===== config.mk =====
export PLATFORM = sky130hd
export DESIGN_NAME = bmem_arbiter
export DESIGN_NICKNAME = d
export VERILOG_FILES = /design/src/rtl/bmem_arbiter.sv
export SDC_FILE = /design/constraint.sdc
export NUM_CORES = 2
export LEC_CHECK = 0
export ABC_AREA = 1
export BUFFER_PORTS_ARGS = -buffer_cell sky130_fd_sc_hd__buf_2
export CAP_MARGIN = 10
export CORE_AREA = 2 2 393 395
export DETAILED_ROUTE_END_ITERATION = 8
export DIE_AREA = 0 0 395 397
export PLACE_DENSITY = 0.53
export SYNTH_ARGS = -nofsm -noshare
export SYNTH_HDL_FRONTEND = slang
export SYNTH_SLANG_ARGS = --single-unit

===== constraint.sdc =====
create_clock -name clk -period 2.9 [get_ports clk]
set_input_delay 0.29 -clock clk [delete_from_list [all_inputs] [get_ports clk]]
set_output_delay 0.29 -clock clk [all_outputs]
set_load 0.05 [all_outputs]

===== src/rtl/bmem_arbiter.sv =====
// bmem_arbiter: shares one burst-memory port between I-cache line fills and D-cache fills/writebacks.
// Build option: define BMEM_ARB_DPRIO_EN for fixed D-side priority instead of round-robin.
module bmem_arbiter #(
    parameter int ADDR_W    = 32,
    parameter int DATA_W    = 64,
    parameter int BURST_LEN = 4
) (
    input  logic                        clk,
    input  logic                        rst_n,
    input  logic [ADDR_W-1:0]           i_addr,
    input  logic                        i_read,
    output logic [DATA_W*BURST_LEN-1:0] i_rdata,
    output logic                        i_resp,
    input  logic [ADDR_W-1:0]           d_addr,
    input  logic                        d_read,
    input  logic                        d_write,
    input  logic [DATA_W*BURST_LEN-1:0] d_wdata,
    output logic [DATA_W*BURST_LEN-1:0] d_rdata,
    output logic                        d_resp,
    output logic [ADDR_W-1:0]           bmem_address,
    output logic                        bmem_read,
    output logic                        bmem_write,
    output logic [DATA_W-1:0]           bmem_wdata,
    input  logic [DATA_W-1:0]           bmem_rdata,
    input  logic                        bmem_resp
);
    localparam int LINE_W = DATA_W * BURST_LEN;
    localparam int OFF_W  = $clog2(LINE_W / 8);
    localparam int CNT_W  = (BURST_LEN > 1) ? $clog2(BURST_LEN) : 1;
    localparam logic [ADDR_W-1:0] OFF_MASK  = ADDR_W'((64'd1 << OFF_W) - 64'd1);
    localparam logic [CNT_W-1:0]  LAST_BEAT = CNT_W'(BURST_LEN - 1);

    typedef enum logic [1:0] {
        IDLE,
        RD,
        WR,
        DONE
    } state_t;

    state_t              state;
    state_t              state_n;
    logic [CNT_W-1:0]    beat;
    logic                owner_d;
    logic                just_done;
    logic [ADDR_W-1:0]   addr_q;
    logic [LINE_W-1:0]   wline;
    logic [LINE_W-1:0]   rline;
    logic [LINE_W-1:0]   line_fill;
    logic                req_i;
    logic                req_d;
    logic                grant;
    logic                grant_d;
    logic                last_beat;
    logic [ADDR_W-1:0]   grant_addr;
`ifdef BMEM_ARB_DPRIO_EN
`else
    logic                rr;
`endif

    // The side served last is masked for one IDLE cycle so its lagging request is not re-granted.
    always_comb begin
        req_i = i_read && !(just_done && !owner_d);
        req_d = (d_read || d_write) && !(just_done && owner_d);
        grant = req_i || req_d;
`ifdef BMEM_ARB_DPRIO_EN
        grant_d = req_d;
`else
        grant_d = req_d && (!req_i || rr);
`endif
        grant_addr = (grant_d ? d_addr : i_addr) & ~OFF_MASK;
        last_beat  = (beat == LAST_BEAT);
        line_fill  = rline;
        line_fill[int'(beat)*DATA_W +: DATA_W] = bmem_rdata;
    end

    always_ff @(posedge clk or negedge rst_n) begin
        if (!rst_n) begin
            state <= IDLE;
        end else begin
            state <= state_n;
        end
    end

    always_comb begin
        state_n = state;
        unique case (state)
            IDLE: begin
                if (grant) begin
                    state_n = (grant_d && d_write) ? WR : RD;
                end
            end
            RD, WR: begin
                if (bmem_resp && last_beat) begin
                    state_n = DONE;
                end
            end
            DONE:    state_n = IDLE;
            default: state_n = IDLE;
        endcase
    end

    always_comb begin
        bmem_read    = (state == RD);
        bmem_write   = (state == WR);
        bmem_address = addr_q;
        bmem_wdata   = '0;
        if (state == WR) begin
            bmem_wdata = wline[int'(beat)*DATA_W +: DATA_W];
        end
        i_resp = (state == DONE) && !owner_d;
        d_resp = (state == DONE) && owner_d;
    end

    always_ff @(posedge clk or negedge rst_n) begin
        if (!rst_n) begin
            beat      <= '0;
            owner_d   <= 1'b0;
            just_done <= 1'b0;
            addr_q    <= '0;
            wline     <= '0;
            rline     <= '0;
            i_rdata   <= '0;
            d_rdata   <= '0;
`ifdef BMEM_ARB_DPRIO_EN
`else
            rr        <= 1'b0;
`endif
        end else begin
            just_done <= (state == DONE);
            case (state)
                IDLE: begin
                    if (grant) begin
                        owner_d <= grant_d;
                        addr_q  <= grant_addr;
                        beat    <= '0;
                        if (grant_d && d_write) begin
                            wline <= d_wdata;
                        end
`ifdef BMEM_ARB_DPRIO_EN
`else
                        rr <= !grant_d;
`endif
                    end
                end
                RD: begin
                    if (bmem_resp) begin
                        rline <= line_fill;
                        beat  <= last_beat ? '0 : beat + 1'b1;
                        // Completed line is published at the last beat so rdata is valid during DONE.
                        if (last_beat) begin
                            if (owner_d) begin
                                d_rdata <= line_fill;
                            end else begin
                                i_rdata <= line_fill;
                            end
                        end
                    end
                end
                WR: begin
                    if (bmem_resp) begin
                        beat <= last_beat ? '0 : beat + 1'b1;
                    end
                end
                default: ;
            endcase
        end
    end

endmodule


==> results.md <==
* Reg2reg start: beat[0]
* Final WS setup at 0.0753 ns
* Synth Area in Simple Gates at 13.2%
* Place WS at 0.292 ns
* Setup CP Type: reg2out
* Buffers on Ports at 986
* Initial antenna violation count at 14
* First-pass GRT wire length at 259000 um
* Final-report max-slew violation count at 0
* Fraction of registers with async set/reset at 100%
* Least-Margin Pin Slew at 0.797 ns
* Primary FF master, synth: dfrtp_1
* Tmin final at 2.82 ns
* Compound-gate portion of the synthesized area at 16.7%
* Drt via density at 4.62
* Startpoint Class: flop
* Starting Density at 30.2%
* Unrepaired setup endpoints after global routing: true
* R2R setup slack at 0.20 ns
* Core area at 153000 um2
* Final Skew at 0.0633 ns
* # IOs at 1002
* Synth Warn # at 0
* Static leakage at 0.0301 uW
* CTS Buf Count at 116
* Seq/Total Area, Yosys at 57.3%
* Clock share of power at 21.6%
* Clk buf depth at 3
* First-pass DRT Iterations at 6
* Vias in the first global route at 40.5k
* Adder-Cell Fraction of Synth Area at 0.271%
* Detailed router's first-iteration violation count at 3203
* Die ar. at 157000 um2
* ANT nets after route at 0
* Largest family of logic cells by synthesized area: compound AO/OA/AOI/OAI gates
* CP Max Fanout at 21
* Pin count of the biggest net entering global routing at 109
* Crit. End Element: output pin
* Site row count at 144
* Routed len/inst at 19.4 um
* WL final at 174000 um
* Worst Reg-to-Reg Cells at 9
* Cells after Synth at 5578
* EDFF count, synth at 0
* NumNets Final at 7215
* Int Pwr at 36800 uW
* Switching power at 32700 uW
* Share of cells above drive strength 1 at 19.1%
* Hpwl dp at 120000 um
* Syn Area/Cell at 8.29 um2
* Maxcap violations at 0
* Mux contribution to synthesized area at 0%
* Pwr Total at 69500 uW
* Syn-to-layout area delta at 33.1%
* #FFs+latches synth at 1058
* Chip Width at 395 um
* RD Place Congestion at 0.914
* Clock sink count at 1058
* Worst path required time at 2.61 ns
* CTS tree: done
* Period utilization at 97.4%
* Hold Crit Class: in2reg
* Vias at 41.4k
* GRT overflow at 0
* Die Y-Extent at 397 um
* Hold Path Depth at 5
* Rel. slew slack at 46.9%
* Outcome: complete, no violations
* Max H-tree Level at 3
* Sequential Power Share at 33.9%
* Combinational power share at 44.5%
* Sw Ratio at 47.0%
* Mapped Area at 46200 um2
* Worst-path clk slew at 0.06 ns
* WP data arrival at 2.53 ns
* Hold Startpoint: bmem_rdata[0]
* # setup viols final at 0
* Clock latency on the worst-skew pair at 0.76 ns
* Max Fclk at 0.354 GHz
* Netlist cell types at 21
* # DRC at 0
* R2r endpoint: i_rdata[139]
* Min Hold Slack at 0.0590 ns
* XOR/XNOR Fraction of Synth Area at 0%
* Power Density at 1130 nW/um2
* GRT Total Usage at 21.6%
* Root Driver: clkbuf_16
* Hold Fails Final Rpt at 0
* VDD IR max at 0.642 mV
* Hold endpoint: rline[0]
[power groups by stage]
stage / sequential (uW) / clock (uW) / combinational [uW]
2_1_floorplan: 31900 / 0 / 11600
6_report: 23500 / 15000 / 31000
5_1_grt: 24100 / 16000 / 33500
4_1_cts: 23500 / 15400 / 31200
3_3_place_gp: 23600 / 0 / 29500
3_5_place_dp: 23700 / 0 / 29700
[Yosys cell counts, types with 28 or more instances]
library cell | number | area, um2
o21ai_0 | 1122 | 5620
inv_1 | 1100 | 4130
nand2_1 | 1187 | 4460
nand3_1 | 79 | 395
o21ai_1 | 36 | 180
buf_4 | 31 | 233
o22ai_1 | 256 | 1600
clkbuf_1 | 161 | 604
nor2_1 | 264 | 991
dfrtp_1 | 1058 | 26500
a21oi_1 | 64 | 320
nand4_1 | 28 | 175
buf_2 | 146 | 731
[worst max-delay path: stages, from the launching register on]
cell	delay (ns)
dfrtp_1	0.41
inv_1	0.12
ha_2	0.28
inv_4	0.15
buf_4	0.25
a21oi_1	0.25
clkbuf_4	0.31
[per-stage QoR]
stage | TNS [ns] | utilization [%] | instance area, um2 | std cells
after CTS | 0 | 40.2 | 61400 | 8956
after detailed placement | 0 | 35.1 | 53700 | 8375
after global placement | 0 | 35.1 | 53700 | 8375
after floorplan | 0 | - | 46200 | 5582
final | 0 | 40.2 | 61500 | 8965
after global routing | -0.0793 | 40.2 | 61500 | 8962
[final cells by class]
| type | count | area, um2 |
|---|---|---|
| Antenna cell | 9 | 22.5 |
| Timing Repair Buffer | 1479 | 10400 |
| Tap cell | 2044 | 2560 |
| Clock inverter | 31 | 450 |
| Multi-Input combinational cell | 3055 | 14000 |
| Fill cell | 15500 | 91500 |
| Inverter | 1105 | 4170 |
| Clock buffer | 184 | 3390 |
| Sequential cell | 1058 | 26500 |
[routing by layer]
metal	wire (um)	vias up	track usage, %
met5	48	-	0
met4	4810	8	6.79
li1	-	19900	-
met2	79500	1359	34.4
met3	12300	216	4.82
met1	77200	20000	29.3
[kinds of logic (layout without fill, tap and decap cells)]
kind of cell             after synthesis  count (layout)
AO/OA/AOI/OAI                       1478            1478
adder cells (fa/ha/maj)               10              10
buffers and inverters               1469            2799
flip-flops                          1058            1058
other                                  1              14
AND/OR/NAND/NOR                     1562            1562
[worst max-delay path by stage]
stage | from | end | slack, ns | cells after the start
2_1_floorplan | state[0] | bmem_wdata[10] | 0.48 | 5
3_3_place_gp | beat[1] | d_rdata[64] | 0.33 | 8
3_5_place_dp | beat[1] | i_rdata[139] | 0.29 | 9
4_1_cts | beat[0] | bmem_wdata[29] | 0.002 | 5
5_1_grt | beat[0] | bmem_wdata[10] | -0.03 | 6
6_report | state[0] | bmem_wdata[54] | 0.08 | 6
[state kept, by name, summed over array words and instances (netlist names)]
register	cells
rr	1
owner_d	1
rline	256
d_rdata	256
state	2
wline	256
just_done	1
beat	2
i_rdata	256
bmem_address	27
[placed cells by master (no fill, tap or decap), types with 37 or more instances in the layout]
master | synthesis | layout
nand2_1 | 1187 | 1183
o21ai_0 | 1122 | 1121
inv_1 | 1100 | 1097
dfrtp_1 | 1058 | 1056
buf_2 | 146 | 957
dlygate4sd3_1 | 0 | 359
nor2_1 | 264 | 264
o22ai_1 | 256 | 255
clkbuf_16 | 0 | 116
buf_4 | 31 | 96
nand3_1 | 79 | 78
a21oi_1 | 64 | 61
buf_12 | 0 | 48
clkbuf_1 | 161 | 45
o21ai_1 | 36 | 37
[timing repair]
action | in CTS | in global routing
setup buffers | 2 | 0
setup endpoints to repair | 61 | 26
hold buffers | 359 | 0
cloned | 5 | 0
hold endpoints to repair | 556 | 0
pin swaps | 0 | 3
gates resized for setup | 30 | 19
Power figures use the tool's default switching activity.
